===== src/rtl/gb_if_initiator.sv =====
// GB-side initiator for the GB-to-IF transfer protocol: cfg handshake, then a
// fixed-length read or write burst, with a 2-entry read buffer toward the client.
module gb_if_initiator #(
  parameter int PORT_WIDTH = 128,
  parameter int LEN_T0     = 64,
  parameter int LEN_T1     = 64,
  parameter int LEN_T2     = 64,
  parameter int LEN_T3     = 54,
  parameter int LEN_BULK   = 512,
  parameter int CNT_W      = 10
) (
  input  logic                  clk,
  input  logic                  rst,
  input  logic                  req_val,
  output logic                  req_rdy,
  input  logic [3:0]            req_info,
  output logic                  GBIF_cfg_val,
  input  logic                  IFGB_cfg_rdy,
  output logic [3:0]            GBIF_cfg_info,
  output logic                  GBIF_wr_val,
  input  logic                  IFGB_wr_rdy,
  output logic [PORT_WIDTH-1:0] GBIF_wr_data,
  input  logic                  IFGB_rd_val,
  output logic                  GBIF_rd_rdy,
  input  logic [PORT_WIDTH-1:0] IFGB_rd_data,
  input  logic                  cli_wr_val,
  output logic                  cli_wr_rdy,
  input  logic [PORT_WIDTH-1:0] cli_wr_data,
  output logic                  cli_rd_val,
  input  logic                  cli_rd_rdy,
  output logic [PORT_WIDTH-1:0] cli_rd_data,
  output logic                  cli_rd_last,
  output logic                  xfer_done,
  output logic [2:0]            xfer_type
);

  typedef enum logic [2:0] {S_IDLE, S_CFG, S_RD, S_WR, S_DRAIN, S_DONE} state_t;

  state_t                state;
  logic [3:0]            info;
  logic [CNT_W-1:0]      cnt;
  logic [CNT_W-1:0]      last_idx;
  logic                  cfg_val_q;
  logic                  rd_rdy_q;
  logic                  done_q;
  logic [2:0]            done_type_q;

  logic [PORT_WIDTH-1:0] fifo_data [2];
  logic [1:0]            fifo_last;
  logic [1:0]            fifo_cnt;
  logic [1:0]            fifo_cnt_next;

  logic push, pop, push_last, wr_hs;

  function automatic logic [CNT_W-1:0] last_beat(input logic [2:0] t);
    case (t)
      3'd0:    last_beat = CNT_W'(LEN_T0 - 1);
      3'd1:    last_beat = CNT_W'(LEN_T1 - 1);
      3'd2:    last_beat = CNT_W'(LEN_T2 - 1);
      3'd3:    last_beat = CNT_W'(LEN_T3 - 1);
      default: last_beat = CNT_W'(LEN_BULK - 1);
    endcase
  endfunction

  assign push          = (state == S_RD) && IFGB_rd_val && rd_rdy_q;
  assign push_last     = (cnt == last_idx);
  assign pop           = cli_rd_val && cli_rd_rdy;
  assign wr_hs         = (state == S_WR) && cli_wr_val && IFGB_wr_rdy;
  assign fifo_cnt_next = fifo_cnt + {1'b0, push} - {1'b0, pop};

  assign req_rdy       = (state == S_IDLE);
  assign GBIF_cfg_val  = cfg_val_q;
  assign GBIF_cfg_info = info;
  assign GBIF_rd_rdy   = rd_rdy_q;
  assign GBIF_wr_val   = (state == S_WR) && cli_wr_val;
  assign GBIF_wr_data  = (state == S_WR) ? cli_wr_data : '0;
  assign cli_wr_rdy    = (state == S_WR) && IFGB_wr_rdy;
  assign cli_rd_val    = (fifo_cnt != 2'd0);
  assign cli_rd_data   = fifo_data[0];
  assign cli_rd_last   = cli_rd_val && fifo_last[0];
  assign xfer_done     = done_q;
  assign xfer_type     = done_type_q;

  // Head-at-slot-0 buffer: a pop shifts slot 1 forward, a push lands in the
  // first slot that will be free after this cycle's pop.
  always_ff @(posedge clk) begin
    if (rst) begin
      // NOTE: storage is reset too so cli_rd_data reads 0 out of reset rather than X.
      fifo_cnt     <= '0;
      fifo_last    <= '0;
      fifo_data[0] <= '0;
      fifo_data[1] <= '0;
    end else begin
      fifo_cnt <= fifo_cnt_next;
      if (pop && fifo_cnt == 2'd2) begin
        fifo_data[0] <= fifo_data[1];
        fifo_last[0] <= fifo_last[1];
      end
      if (push) begin
        if (fifo_cnt == 2'd0 || pop) begin
          fifo_data[0] <= IFGB_rd_data;
          fifo_last[0] <= push_last;
        end else begin
          fifo_data[1] <= IFGB_rd_data;
          fifo_last[1] <= push_last;
        end
      end
    end
  end

  always_ff @(posedge clk) begin
    if (rst) begin
      state       <= S_IDLE;
      info        <= '0;
      cnt         <= '0;
      last_idx    <= '0;
      cfg_val_q   <= 1'b0;
      rd_rdy_q    <= 1'b0;
      done_q      <= 1'b0;
      done_type_q <= '0;
    end else begin
      done_q   <= 1'b0;
      rd_rdy_q <= 1'b0;
      case (state)
        S_IDLE: if (req_val) begin
          info      <= req_info;
          last_idx  <= last_beat(req_info[3:1]);
          cfg_val_q <= 1'b1;
          state     <= S_CFG;
        end
        S_CFG: if (IFGB_cfg_rdy) begin
          cfg_val_q <= 1'b0;
          cnt       <= '0;
          if (info[0]) begin
            rd_rdy_q <= 1'b1;
            state    <= S_RD;
          end else begin
            state    <= S_WR;
          end
        end
        S_RD: begin
          // Ready only if a push next cycle cannot land on a full buffer.
          rd_rdy_q <= (fifo_cnt_next <= 2'd1) && !(push && push_last);
          if (push) begin
            if (push_last) state <= S_DRAIN;
            else           cnt   <= cnt + CNT_W'(1);
          end
        end
        S_WR: if (wr_hs) begin
          if (push_last) begin
            done_q      <= 1'b1;
            done_type_q <= info[3:1];
            state       <= S_DONE;
          end else begin
            cnt <= cnt + CNT_W'(1);
          end
        end
        S_DRAIN: if (fifo_cnt_next == 2'd0) begin
          done_q      <= 1'b1;
          done_type_q <= info[3:1];
          state       <= S_DONE;
        end
        S_DONE:  state <= S_IDLE;
        default: state <= S_IDLE;
      endcase
    end
  end

endmodule


===== config.mk =====
export PLATFORM = sky130hd
export DESIGN_NAME = gb_if_initiator
export DESIGN_NICKNAME = d
export VERILOG_FILES = /design/src/rtl/gb_if_initiator.sv
export SDC_FILE = /design/constraint.sdc
export NUM_CORES = 1
export LEC_CHECK = 0
export BUFFER_PORTS_ARGS = -buffer_cell sky130_fd_sc_hd__buf_2
export CORE_AREA = 2 2 212 214
export CTS_BUF_LIST = sky130_fd_sc_hd__clkbuf_2 sky130_fd_sc_hd__clkbuf_4 sky130_fd_sc_hd__clkbuf_8
export DETAILED_ROUTE_END_ITERATION = 16
export DIE_AREA = 0 0 214 216
export PLACE_DENSITY = 0.66
export SYNTH_ARGS = -nofsm -noshare
export SYNTH_HDL_FRONTEND = slang
export SYNTH_SLANG_ARGS = --single-unit

===== constraint.sdc =====
create_clock -name clk -period 6.13 [get_ports clk]
set_input_delay 0.9195 -clock clk [delete_from_list [all_inputs] [get_ports clk]]
set_output_delay 0.9195 -clock clk [all_outputs]
set_load 0.005 [all_outputs]

==> results of run 1 <==
==> layer usage <==
layer | vias to the layer above | wire length, um
li1 | 5142 | -
met1 | 5293 | 18420
met2 | 558 | 23860
met3 | 102 | 3813
met4 | 10 | 1140
met5 | - | 65
==> tightest hold or removal path, cell delays in order, from the launching register on <==
cell and delay (ns):
dfxtp_1 0.32, nand2_1 0.06, mux2i_1 0.05
==> power by group through the flow <==
stage / combinational [mW] / clock, mW / sequential [mW]
6_report: 0.283 / 1.73 / 2.21
5_1_grt: 0.307 / 1.87 / 2.21
4_1_cts: 0.285 / 1.79 / 2.21
3_5_place_dp: 0.282 / 0 / 2.25
3_3_place_gp: 0.282 / 0 / 2.24
2_1_floorplan: 0.136 / 0 / 2.25
==> metrics by stage <==
step                area [um^2]  total power [mW]  worst slack, ns
finish                    17170             4.215            2.378
global route              17170             4.386            2.150
CTS                       17150             4.278            2.333
detailed placement        16190             2.529            2.532
global placement          16190             2.527            2.589
floorplan                 13980             2.381           0.2994
==> final timing paths <==
check | cells past startpoint | to | startpoint
worst max register to register | 5 | fifo_data[0][169] | state[1]
worst min register to register | 2 | cnt[9] | cnt[9]
worst max-delay path | 4 | GBIF_wr_data[11] | state[2]
worst min-delay path | 2 | cnt[9] | cnt[9]
==> cells by family after synthesis <==
| kind of cell | after synthesis | synth area share (%) |
|---|---|---|
| XOR/XNOR | 1 | 0.06267 |
| adder cells (fa/ha/maj) | 2 | 0.1790 |
| multiplexers | 13 | 0.9309 |
| buffers and inverters | 222 | 9.595 |
| AO/OA/AOI/OAI | 166 | 6.436 |
| flip-flops | 286 | 59.29 |
| AND/OR/NAND/NOR | 615 | 23.51 |
==> cell type report <==
type | count | area (um^2) | share of cell area [%]
Tap cell | 592 | 740.7 | 4.314
Antenna cell | 7 | 17.52 | 0.1020
Clock inverter | 23 | 186.4 | 1.086
Inverter | 2 | 7.507 | 0.04372
Clock buffer | 63 | 779.5 | 4.539
Sequential cell | 286 | 8288 | 48.27
Timing Repair Buffer | 547 | 2779 | 16.18
Multi-Input combinational cell | 797 | 4373 | 25.47
==> flip-flops by register name, indices dropped and copies added (netlist names) <==
register	count
GBIF_cfg_info	4
GBIF_cfg_val	1
GBIF_rd_rdy	1
cnt	10
fifo_cnt	2
fifo_data	256
fifo_last	2
last_idx	3
state	3
xfer_done	1
xfer_type	3
==> cells in the final DEF (no fill, tap or decap), types with 13 or more instances in the layout <==
| cell type | Yosys | routed |
|---|---|---|
| nand2_1 | 26 | 26 |
| mux2i_1 | 13 | 13 |
| a21oi_1 | 16 | 16 |
| clkbuf_4 | 0 | 14 |
| edfxtp_1 | 256 | 256 |
| nor3_1 | 135 | 135 |
| nor2_1 | 142 | 141 |
| o21ai_0 | 131 | 131 |
| and2_1 | 260 | 260 |
| clkbuf_8 | 0 | 49 |
| buf_2 | 19 | 537 |
| dfxtp_1 | 30 | 30 |
==> impl_metrics.ini, run 1 <==
[global_route]
grt_pass1_vias = 10710
grt_start_max_net_pins = 257
grt_pass1_wl_mm = 68.81
met2_usage_pct = 34.83
grt_overflow_total = 0
gr-usage-met3_pct = 5.455
antenna_found_initial = 30
grt_busiest_layer = met2
track_usage_pct = 19.62
grt_util_met1_pct = 23.17

[timing]
setup_viol = 0
period_share_pct = 61.20
fmax_ghz = 0.2666
tns_ns = 0
skew_ns = 0.01749
finalCriticalPeriod_ns = 3.752
tightest_slew_ns = 1.150
rsz0062_at_grt = false
timing.hold.ws_ns = 0.4739
maxSlewViolCount = 0
finalHoldViolCount = 0
slew_headroom_pct = 23.31

[worst_setup_path]
worstPathRequired_ns = 5.21
cp.arrival_ns = 2.83
start_kind = flip-flop
critPathKind = reg2out
path_cells = and3b_4 > buf_4 > and2_1 > buf_2
cp_top_family = simple AND/OR/NAND/NOR gates
cp_slowest_cell = and3b_4
max_stage_delay_ns = 0.87
crit_buf_inv = 2
reg2reg_slack_ns = 2.77
worst-path-max-fanout = 89
end_kind = output pin

[power_and_ir_drop]
p_leak_nw = 7.630
pwr_density_cell_mw_per_mm2 = 245.5
p_switching_mw = 0.9597
p_clk_share_pct = 41.0
p_comb_share_pct = 6.7
seqPwrFrac_pct = 52.3
cell_internal_pwr_mw = 3.255
ir_worst_vdd_mv = 0.1039
swShare_pct = 22.77

[detailed_routing]
drtIter0Drc = 862
avgRoutedWirePerCell_um = 20.42
route.detailed.drc = 0
drt_first_pass_iters = 5
vias = 11110
via_per_inst = 4.793
antenna_left = 0
routed_wl_mm = 47.31

[synth]
async_flop_share_pct = 0
synth.most_common_cell = and2_1
synth_edf_count = 256
syn-cell-area_mm2 = 0.01398
yosysTopAreaCell = edfxtp_1
avgSynthCellArea_um2 = 10.71
synthTopCellsByArea = edfxtp_1 55%, and2_1 12%, buf_4 6.9%
synth_top_area_share_pct = 54.99
synthesis.nets = 1575
yosysSeqAreaShare_pct = 59.29
yosysWarnings = 0
synth-main-ff-cell = edfxtp_1
ys_seq_elements = 286
synthCells = 1305
ys_types = 50
synth_common_cells = 260 x and2_1, 256 x edfxtp_1, 142 x nor2_1

[cells_and_area]
nets = 1952
final_util_pct = 39.17
stdcell_count = 2317
final_layout_size_suffix_gt1_share_pct = 36.73
fill_cells = 4363
syn_to_final_growth_pct = 22.84

[clock_tree]
cts_htree_levels = 2
cts_tree = done
clockBufferDepth = 3
ctsHoldBuffers = 0
clock_latency_ns = 0.56
cts_resized = 0
cts_sinks = 286
cts_setup_buffers = 0
path_clk_slew_ns = 0.06
cts_buffers = 48
cts_root_buf = clkbuf_8

[run]
cap_violations = 0

[die]
start_util_pct = 31.89
rows = 77
ios = 539
die_w_um = 214
fp.dieH_um = 216
die_area_mm2 = 0.04622
core_area_mm2 = 0.04384

[run_status]
status = finished, final reports clean

[place]
place_hpwl_mm = 33.78
gp_congestion = 0.9795
dp_cells = 2224
port_buffers = 538

[worst_hold_path]
worstHoldPathType = reg2reg
Power figures use the tool's default switching activity.
==> inputs of run 2 (changes only) <==
- clock period: 6.13 -> 3.05 ns (I/O delays scaled with it)
==> run 2 against run 1 <==
Effect of this change: total power is 110% higher; non-clock buffer count is 5 higher; setup slack worse by 2.2 ns; largest cell class unchanged.
==> impl_metrics.ini, run 2 (synthesis results as in run 1) <==
[detailed_routing]
drt_first_pass_iters = 5
wl_met2_mm = 24.97
top_layer_used = met5
drtIter0Drc = 1118
dr_wl_met3_mm = 4.065
via_per_inst = 4.827
route.detailed.drc = 0
antenna_left = 0
avgRoutedWirePerCell_um = 22.34
routed_wl_mm = 52.21
met1Wirelength_mm = 20.58
vias = 11280

[clock_tree]
cts_tree = done
cts_root_buf = clkbuf_8
path_clk_slew_ns = 0.06
cts_resized = 0
cts_htree_levels = 2
cts_buffers = 51
cts_sinks = 286
clock_latency_ns = 0.60
clockBufferDepth = 3

[global_route]
grt_pass1_wl_mm = 73.07
grt_overflow_total = 0
grt_start_max_net_pins = 153
track_usage_pct = 21.55
antenna_found_initial = 50
grt_pass1_vias = 10800

[worst_setup_path]
worstPathRequired_ns = 2.59
crit_buf_inv = 1
start_kind = flip-flop
cp.depth = 3
path_cells = and3b_1 > and2_1 > buf_2
cp_top_family = simple AND/OR/NAND/NOR gates
end_kind = output pin
max_stage_delay_ns = 0.82
cp_slowest_cell = and3b_1
reg2reg_slack_ns = 0.47
cp.arrival_ns = 2.43
critPathKind = reg2out
reg2reg_depth = 8
worst-path-max-fanout = 29

[timing]
maxSlewViolCount = 0
period_share_pct = 94.69
setup_viol = 0
timing.hold.ws_ns = 0.09504
slew_headroom_pct = 40.87
tightest_slew_ns = 0.8870
finalHoldViolCount = 0
fmax_ghz = 0.3463
rsz0062_at_grt = false
finalCriticalPeriod_ns = 2.888
skew_ns = 0.01545

[place]
gp_congestion = 1.002
port_buffers = 538
place_hpwl_mm = 37.82

[cells_and_area]
final_layout_size_suffix_gt1_share_pct = 37.17
final_util_pct = 39.76
final_common_cell = buf_2
top_register = fifo_data
nets = 1961
syn_to_final_growth_pct = 24.70
multi_input_area_mm2 = 0.004393
fill_cells = 4318
largest_reg_flops = 256
regArea_mm2 = 0.008290
layout_common_cells = 537 x buf_2, 260 x and2_1, 256 x edfxtp_1

[die]
ios = 539
die_area_mm2 = 0.04622
fp.dieH_um = 216
start_util_pct = 31.89
rows = 77
die_w_um = 214
core_area_mm2 = 0.04384

[power_and_ir_drop]
fin_total_pwr_mw = 8.675
ir_worst_vdd_mv = 0.3137
p_leak_nw = 7.742
pwr_density_cell_mw_per_mm2 = 497.7

[run_status]
status = finished, final reports clean

[worst_hold_path]
min_path_cells = 3
worstHoldPathType = in2reg

[run]
cap_violations = 0
==> run 2: cell count changes in the layout (fill, tap and decap cells not counted), sizes merged <==
cell / change
and3b: +1
clkbuf: +3
clkinvlp: -3
diode: +11
inv: +1
clkinv: +2
buf: +5
==> run 2: final cells by class <==
cell class,instances,share of cell area [%]
sequential,286,47.56
multi-input combinational,798,25.20
timing repair buffer,552,16.88
clock buffer,66,4.745
tap,592,4.250
clock inverter,23,1.062
antenna,18,0.2584
inverter,2,0.04307
==> run 2: metrics by stage <==
step / instances / setup WS, ns / setup TNS, ns / instance area [um^2]
final: 2337 / 0.1620 / 0 / 17430
after global routing: 2327 / 0.06890 / 0 / 17410
after CTS: 2318 / 0.09576 / 0 / 17380
after detailed placement: 2229 / 0.5684 / 0 / 16360
after global placement: 2229 / 0.5788 / 0 / 16360
after floorplan: 1305 / -2.175 / -278.40 / 14010
==> run 2: tightest hold or removal path, delay by kind of cell <==
kind / cells / cell delay [ns]
buf+inv: 1 / 0.09
simple gates: 1 / 0.05
compound gates: 1 / 0.05
==> run 2: what timing repair did <==
action	in CTS	in global routing
buffers inserted	0	0
endpoints found under the hold margin	0	0
hold buffers	0	0
setup endpoints to repair	0	1
==> run 2: final timing paths <==
path / from / endpoint
worst max-delay path: state[0] / GBIF_wr_data[34]
worst min-delay path: req_info[0] / GBIF_cfg_info[0]
worst max register to register: state[0] / xfer_type[2]
worst min register to register: cnt[9] / cnt[9]
==> run 2: where the power goes <==
group	internal, mW	switching [mW]	total (mW)
Combinational	0.248	0.356	0.604
Sequential	4.39	0.0500	4.44
Clock	2.02	1.61	3.63
==> run 2: metal layers <==
layer,vias up,GRT usage [%]
li1,5192,-
met1,5394,25.81
met2,531,34.30
met3,141,7.146
met4,22,11.70
met5,-,0
